$ cat src/rtl/dff_clkdiv_pipe_if.sv
// Data/valid in, divided clock plus aligned pipeline output back out.
// The block drives the slave side; a source or bench drives the master side.
interface dff_clkdiv_pipe_if #(
    parameter int WIDTH = 8,
    parameter int DEPTH = 4
);
    logic                         hold;
    logic                         flush;
    logic [WIDTH-1:0]             d;
    logic                         d_valid;
    logic                         clkout;
    logic                         tick;
    logic [WIDTH-1:0]             q;
    logic                         q_valid;
    logic [$clog2(DEPTH+1)-1:0]   level;

    modport master (
        output hold, flush, d, d_valid,
        input  clkout, tick, q, q_valid, level
    );

    modport slave (
        input  hold, flush, d, d_valid,
        output clkout, tick, q, q_valid, level
    );
endinterface

$ cat src/rtl/dff_clkdiv_pipe.sv
// Divides clk by 2*DIV onto clkout and advances a DEPTH-stage data/valid pipeline
// on every clkout rise, using the rise as a clock enable inside the clk domain.
module dff_clkdiv_pipe #(
    parameter int WIDTH = 8,
    parameter int DEPTH = 4,
    parameter int DIV   = 2
) (
    input logic              clk,
    input logic              reset,
    dff_clkdiv_pipe_if.slave bus
);
    localparam int CW = (DIV > 1) ? $clog2(DIV) : 1;
    localparam int LW = $clog2(DEPTH + 1);

    logic [CW-1:0]    cnt;
    logic             clkoutReg;
    logic [WIDTH-1:0] stageData [DEPTH];
    logic [DEPTH-1:0] stageValid;
    logic [DEPTH-1:0] nextValid;
    logic [LW-1:0]    levelReg;
    logic [LW-1:0]    nextLevel;
    logic             tick;

    assign tick = (cnt == CW'(DIV - 1)) & ~clkoutReg & ~bus.hold & ~reset;

    // Level is the popcount of the post-edge valid vector, so flush and bubbles need no special cases
    always_comb begin
        nextValid = stageValid;
        if (tick) begin
            for (int i = DEPTH - 1; i > 0; i--) begin
                nextValid[i] = stageValid[i-1];
            end
            nextValid[0] = bus.d_valid;
        end
        if (bus.flush) begin
            nextValid = '0;
        end
        nextLevel = '0;
        for (int i = 0; i < DEPTH; i++) begin
            nextLevel = nextLevel + LW'(nextValid[i]);
        end
    end

    always_ff @(posedge clk) begin
        if (reset) begin
            cnt        <= '0;
            clkoutReg  <= 1'b0;
            stageValid <= '0;
            levelReg   <= '0;
            for (int i = 0; i < DEPTH; i++) begin
                stageData[i] <= '0;
            end
        end else begin
            if (!bus.hold) begin
                if (cnt == CW'(DIV - 1)) begin
                    cnt       <= '0;
                    clkoutReg <= ~clkoutReg;
                end else begin
                    cnt <= cnt + CW'(1);
                end
            end
            // Data shifts on every tick whether or not it is valid
            if (tick) begin
                for (int i = DEPTH - 1; i > 0; i--) begin
                    stageData[i] <= stageData[i-1];
                end
                stageData[0] <= bus.d;
            end
            stageValid <= nextValid;
            levelReg   <= nextLevel;
        end
    end

    assign bus.clkout  = clkoutReg;
    assign bus.tick    = tick;
    assign bus.q       = stageData[DEPTH-1];
    assign bus.q_valid = stageValid[DEPTH-1];
    assign bus.level   = levelReg;
endmodule

$ cat src/flat_wrapper.sv
// flat-port wrapper written by rule: the top's interface ports become plain ports
module dff_clkdiv_pipe_flat 
#(
    parameter int WIDTH = 8,
    parameter int DEPTH = 4,
    parameter int DIV   = 2
)
  (clk, reset, bus_hold, bus_flush, bus_d, bus_d_valid, bus_clkout, bus_tick, bus_q, bus_q_valid, bus_level);
  dff_clkdiv_pipe_if #(.WIDTH(WIDTH), .DEPTH(DEPTH)) bus_i ();
  input logic clk;
  input logic reset;
  input wire logic [$bits(bus_i.hold)-1:0] bus_hold;
  input wire logic [$bits(bus_i.flush)-1:0] bus_flush;
  input wire logic [$bits(bus_i.d)-1:0] bus_d;
  input wire logic [$bits(bus_i.d_valid)-1:0] bus_d_valid;
  output wire logic [$bits(bus_i.clkout)-1:0] bus_clkout;
  output wire logic [$bits(bus_i.tick)-1:0] bus_tick;
  output wire logic [$bits(bus_i.q)-1:0] bus_q;
  output wire logic [$bits(bus_i.q_valid)-1:0] bus_q_valid;
  output wire logic [$bits(bus_i.level)-1:0] bus_level;
  assign bus_i.hold = bus_hold;
  assign bus_i.flush = bus_flush;
  assign bus_i.d = bus_d;
  assign bus_i.d_valid = bus_d_valid;
  assign bus_clkout = bus_i.clkout;
  assign bus_tick = bus_i.tick;
  assign bus_q = bus_i.q;
  assign bus_q_valid = bus_i.q_valid;
  assign bus_level = bus_i.level;
  dff_clkdiv_pipe #(.WIDTH(WIDTH), .DEPTH(DEPTH), .DIV(DIV)) u_core (.clk(clk), .reset(reset), .bus(bus_i));
endmodule
$ cat config.mk
export PLATFORM = sky130hd
export DESIGN_NAME = dff_clkdiv_pipe_flat
export DESIGN_NICKNAME = d
export VERILOG_FILES = /design/src/rtl/dff_clkdiv_pipe_if.sv /design/src/rtl/dff_clkdiv_pipe.sv /design/src/flat_wrapper.sv
export SDC_FILE = /design/constraint.sdc
export NUM_CORES = 1
export LEC_CHECK = 0
export ABC_AREA = 1
export CORE_ASPECT_RATIO = 0.5
export CORE_UTILIZATION = 45
export DETAILED_ROUTE_END_ITERATION = 7
export PLACE_DENSITY = 0.68
export SLEW_MARGIN = 20
export SYNTH_ARGS = -nofsm -noshare
export SYNTH_HDL_FRONTEND = slang
export SYNTH_SLANG_ARGS = --single-unit
$ cat constraint.sdc
create_clock -name clk -period 2.1 [get_ports clk]
set_input_delay 0.21 -clock clk [delete_from_list [all_inputs] [get_ports clk]]
set_output_delay 0.21 -clock clk [all_outputs]
set_load 0.02 [all_outputs]
==> results of run 1 <==
==> cell type report <==
type	count	area, um^2
clock inverter	3	41.3
clock buffer	5	68.8
inverter	48	183
multi-input combinational	61	546
timing repair buffer	36	348
sequential	41	1140
fill	341	1630
tap	54	67.6
==> registers in the layout (all words and copies together), names as in the netlist <==
signal and flops:
u_core.bus.clkout 1, u_core.bus.level 3, u_core.cnt 1, u_core.stageData 32
u_core.stageValid 4
==> layer usage <==
metal	wire length, um	vias to the layer above	share of wire	GRT usage
met3	107	3	0.047	0.0566
met4	8	0	0.0035	0.0455
met1	946	496	0.42	0.135
li1	-	541	-	-
met2	1210	20	0.53	0.212
met5	0	-	0	0
==> per-stage QoR <==
step	power, uW	std cells	TNS [ns]
floorplan	1070	155	0
finish	1730	248	0
global route	1810	248	0
detailed placement	1130	240	-0.256
CTS	1750	248	0
global placement	1130	240	-0.119
==> worst max path at each step <==
| stage | slack, ns | endpoint | startpoint | depth (start not counted) |
|---|---|---|---|---|
| 2_1_floorplan | 0.08 | u_core.bus.level[1] | u_core.bus.clkout | 13 |
| 3_3_place_gp | -0.12 | u_core.bus.level[1] | bus_hold | 12 |
| 3_5_place_dp | -0.18 | u_core.bus.level[1] | bus_hold | 12 |
| 4_1_cts | 0.09 | bus_tick | bus_hold | 6 |
| 5_1_grt | 0.005 | u_core.bus.level[1] | bus_hold | 12 |
| 6_report | 0.11 | bus_tick | bus_hold | 6 |
==> cell families after synthesis <==
| kind of cell | count (synthesis) |
|---|---|
| DFF | 41 |
| adders and majority gates | 3 |
| AOI/OAI and AO/OA | 3 |
| and+or+nand+nor | 55 |
| buffers and inverters | 53 |
==> power groups by stage <==
stage	Clock (uW)	Combinational (uW)	Sequential (uW)
floorplan	0	103	964
global placement	0	182	946
detailed placement	0	186	949
CTS	636	187	930
global route	670	202	933
finish	618	184	929
==> placed cells by master, fill, tap and decap left out <==
| cell type | Yosys | routed |
|---|---|---|
| clkinvlp_4 | 0 | 1 |
| nor2_4 | 30 | 30 |
| edfxtp_1 | 32 | 32 |
| clkdlybuf4s50_1 | 0 | 26 |
| nand3_1 | 1 | 1 |
| nor2_1 | 9 | 9 |
| clkbuf_8 | 0 | 5 |
| o21ai_0 | 2 | 2 |
| nand2_2 | 3 | 3 |
| nand4_1 | 4 | 4 |
| fa_1 | 1 | 1 |
| buf_12 | 3 | 1 |
| inv_2 | 2 | 2 |
| a21oi_1 | 1 | 1 |
| nand3_4 | 0 | 1 |
| ha_1 | 2 | 2 |
| bufinv_16 | 0 | 1 |
| dfxtp_1 | 9 | 9 |
| nor2_2 | 1 | 1 |
| inv_1 | 45 | 45 |
| clkinv_1 | 0 | 1 |
| nand3_2 | 4 | 3 |
| nand2_1 | 3 | 3 |
| buf_4 | 0 | 9 |
| inv_4 | 1 | 1 |
==> worst reg2reg max path, cell delays in order, from the launching register on <==
cell and delay, ns:
dfxtp_1 0.32, inv_1 0.07, nor2_4 0.17, nand4_1 0.12, nand3_2 0.10, inv_1 0.04
ha_1 0.26, inv_1 0.05, fa_1 0.35, inv_1 0.06, ha_1 0.21, inv_1 0.05
nor2_1 0.03
==> metrics.txt, run 1 <==
status complete, no violations; startpoint types primary input; first-pass GRT wire length 4.25 mm; Reg2Reg Depth 12; CTS resizes 0; Syn Area/Cell 12.5 um^2; final setup vio count 0; Hold Path Depth 2; Ys Warns 0; top cells by count, synth 45 x inv_1, 32 x edfxtp_1, 30 x nor2_4, 9 x dfxtp_1, 9 x nor2_1; layout net count 209; antenna violations before repair 0; grt total ovfl 0; main combinational cell family by area after synthesis simple AND/OR/NAND/NOR gates; initial DRC count 47; clk buf depth 2; launch point of the worst reg-to-reg path u_core.cnt; Switching Fraction 0.224; Max Cap Viol 0; hold slack 0.540 ns; core area 4020 um^2; Reg power frac 0.537; GPL Wtd Cong 0.797; TritonCTS clock tree done; crit path time final 1.99 ns; sequential-to-total area share from yosys stat 0.587; CP Class primary input to output port; CP max FO 5; count leader, synth inv_1; Rel. slew slack 0.707; Global Route Usage Sum 0.124; largest net degree at the start of global routing 33; crit path DAT 1.78 ns; RSZ-0062 raised after global routing no; DRT Pass-1 Iters 4; Synth cell types 19; post-synthesis compound-gate area fraction 0.00772; R2R setup slack 0.17 ns; Post-DP Area 2280 um^2; fin area 2390 um^2; Syn-to-layout area delta 23.2%; Final Cycle Share 0.949; post-synthesis adder-cell area fraction 0.0232; Final Util 0.595; EDFF count, synth 32; Net Count, Synth 171; Leak Pwr 0.000937 uW; CP top delay family buffers and inverters; share of flip-flops with an asynchronous set or reset 0; Fmax 502 MHz; Detail Route Antenna Nets 0; Initial Utilization 0.483; number of H-tree levels 2; post-synthesis simple-gate area fraction 0.246; synth top area cells edfxtp_1 49%, nor2_4 17%, dfxtp_1 9.3%; Cell Pwr Density 723 nW/um^2; hold endpoint u_core.cnt; Clk Latency, worst-skew pair 0.29 ns; Rows 16; aggregate routed wire length 2.27 mm; Final Skew 0.00671 ns; WL per Instance 9.15 um; root buffer cell clkbuf_8; Max stage delay on crit path 0.59 ns; cells after synthesis 155; width of the die 95.0 um; mux contribution to synthesized area 0; Top Ports 27; Psw 388 uW; Int Power 1340 uW; Worst EP required 1.89 ns; clock sinks 41; Slew Viols, Final 0; die footprint 4600 um^2; Hold Path Class register to register; routed vias/inst 4.27; Antenna Cells 0; top-area cell type share of the netlist area 0.494; post-synth top area cell edfxtp_1; Post-Syn Area 1940 um^2; Synth Flop Type edfxtp_1; Combinational Power Share 0.106; Worst Tran Pin Value 0.439 ns; Post-DP HPWL 1.59 mm; PnR worst setup slack 0.107 ns; XOR/XNOR share of the synthesized area 0; Buffers on Ports 26; Reg-to-Reg End u_core.bus.level[1]; most frequent cell on the critical path clkdlybuf4s50_1; drt drc 0; Critical Path, Cell by Cell clkdlybuf4s50_1, nor2_4, nand3_4, buf_4, inv_2, clkdlybuf4s50_1; crit end category output port; Worst-path clk slew 0.08 ns; fraction of layout instances using a drive strength above 1 0.299; worst slack, placed -0.180 ns; die height 48.5 um; endpoints failing hold 0; Crit-path slowest cell clkdlybuf4s50_1; VDD IR max 298 uV; Yosys reg bits 41; post-CTS setup buffers 0; WP buf/inv 4; vias in the first global route 1013; Num CTS Buffers 5; Worst Hold Launch u_core.cnt; Vias 1060; Clock power frac 0.357; cts hold-fix bufs 0
No activity file was read; power rests on OpenSTA's default activity.
==> run 2, diff against run 1 <==
--- a/config.mk
+++ b/config.mk
@@ -10,6 +10,7 @@
 export CORE_UTILIZATION = 45
 export DETAILED_ROUTE_END_ITERATION = 7
 export PLACE_DENSITY = 0.68
+export RECOVER_POWER = 25
 export SLEW_MARGIN = 20
 export SYNTH_ARGS = -nofsm -noshare
 export SYNTH_HDL_FRONTEND = slang
==> metrics.txt, run 2 (synthesis results as in run 1) <==
status complete, no violations (unchanged); antenna violations before repair 0 (unchanged); endpoints failing hold 0 (unchanged); Buffers on Ports 26 (unchanged); largest net degree at the start of global routing 33 (unchanged); clock sinks 41 (unchanged); M1 GR Usage 0.135 (unchanged); Post-DP HPWL 1.59 mm (unchanged); Clk Latency, worst-skew pair 0.29 ns (about the same); DRT Pass-1 Iters 4 (unchanged); Antenna Cells 0 (unchanged); Top reg by flops u_core.stageData (unchanged); first-pass GRT wire length 4.25 mm (unchanged); die footprint 4600 um^2 (unchanged); most frequent cells in the layout 45 x inv_1, 32 x edfxtp_1, 30 x nor2_4 (unchanged); grt total ovfl 0 (unchanged); VDD IR max 298 uV (about the same); Detail Route Antenna Nets 0 (unchanged); width of the die 95.0 um (unchanged); die height 48.5 um (unchanged); Largest register FFs 32 (unchanged); Max Cap Viol 0 (unchanged); Rows 16 (unchanged); GR Util met2 0.212 (unchanged); crit path DAT 1.78 ns (about the same); core area 4020 um^2 (unchanged); Worst-path clk slew 0.08 ns (about the same); RSZ-0062 raised after global routing no (unchanged); crit path time final 1.99 ns (about the same); vias in the first global route 1013 (unchanged); initial DRC count 36 (was 47); Final Cycle Share 0.949 (about the same); Worst Tran Pin Value 0.751 ns (was 0.439 ns); CP Class primary input to output port (unchanged); most common cell after layout, fill and taps aside inv_1 (unchanged); WL per Instance 9.14 um (was 9.15 um); fraction of layout instances using a drive strength above 1 0.294 (was 0.299); layout net count 209 (unchanged); startpoint types primary input (unchanged); root buffer cell clkbuf_8 (unchanged); Initial Utilization 0.483 (unchanged); Hold Path Class register to register (unchanged); GPL Wtd Cong 0.797 (unchanged); crit end category output port (unchanged); post-CTS setup buffers 0 (unchanged); routed vias/inst 4.25 (was 4.27); Syn-to-layout area delta 22.2% (was 23.2%); CTS resizes 0 (unchanged); Slew Viols, Final 0 (unchanged); Final Util 0.590 (was 0.595); Final Skew 0.00611 ns (was 0.00671 ns); Fmax 502 MHz (about the same); Rel. slew slack 0.499 (was 0.707); Global Route Usage Sum 0.124 (unchanged); Top Ports 27 (unchanged); grt peak-use layer met2 (unchanged); Leak Pwr 0.000928 uW (was 0.000937 uW); Num CTS Buffers 5 (unchanged); drt drc 0 (unchanged); final setup vio count 0 (unchanged); Pwr Total 1730 uW (about the same); CP max FO 5 (unchanged); Vias 1055 (was 1060); number of H-tree levels 2 (unchanged); aggregate routed wire length 2.27 mm (about the same); Worst EP required 1.89 ns (about the same); TritonCTS clock tree done (unchanged); clk buf depth 2 (unchanged); Cell Pwr Density 726 nW/um^2 (was 723 nW/um^2); grt met3 use 0.0566 (unchanged); cts hold-fix bufs 0 (unchanged)
[run 2: changes by cell type in the layout (fill, tap and decap cells not counted), sizes merged]
cell / before / now
buf: 10 / 8
clkbuf: 5 / 7
clkdlybuf4s50: 26 / 25
dlygate4sd3: 0 / 1
[run 2: where the power goes]
part	switching, uW	internal (uW)	total, uW	leakage, uW
Clock	268	350	618	0.0000518
Sequential	10.8	919	930	0.000409
Combinational	108	69.4	177	0.000468
Total	386	1340	1730	0.000928
[run 2: per-layer routing]
layer | part of all wire | routed length (um)
met3 | 0.049 | 112
met1 | 0.41 | 932
met5 | 0 | 0
met2 | 0.54 | 1210
met4 | 0.0035 | 8
[run 2: layout make-up]
type                            instances  area (um^2)
Tap cell                               54         67.6
Fill cell                             345         1650
Timing Repair Buffer                   36          329
Clock inverter                          3         41.3
Multi-Input combinational cell         61          546
Inverter                               48          183
Clock buffer                            5         68.8
Sequential cell                        41         1140
[run 2: worst paths after layout]
check             start             endpoint  slack, ns  cells after the start
min          u_core.cnt           u_core.cnt       0.54                      2
max            bus_hold             bus_tick       0.11                      6
max reg2reg  u_core.cnt  u_core.bus.level[1]       0.17                     12
min reg2reg  u_core.cnt           u_core.cnt       0.54                      2
[run 2: metrics by stage]
step	area, um^2	TNS, ns	std cells	worst slack, ns	hold slack (ns)
6_report	2380	0	248	0.108	0.540
5_1_grt	2380	0	248	0.00455	0.569
4_1_cts	2390	0	248	0.0921	0.541
3_5_place_dp	2280	-0.256	240	-0.180	0.529
3_3_place_gp	2280	-0.119	240	-0.116	0.513
2_1_floorplan	1940	0	155	0.0803	0.306
[run 2: worst max-delay path: stages]
cell and delay [ns]:
clkdlybuf4s50_1 0.46, nor2_4 0.21, nand3_4 0.13, buf_4 0.16, inv_2 0.03, clkdlybuf4s50_1 0.59
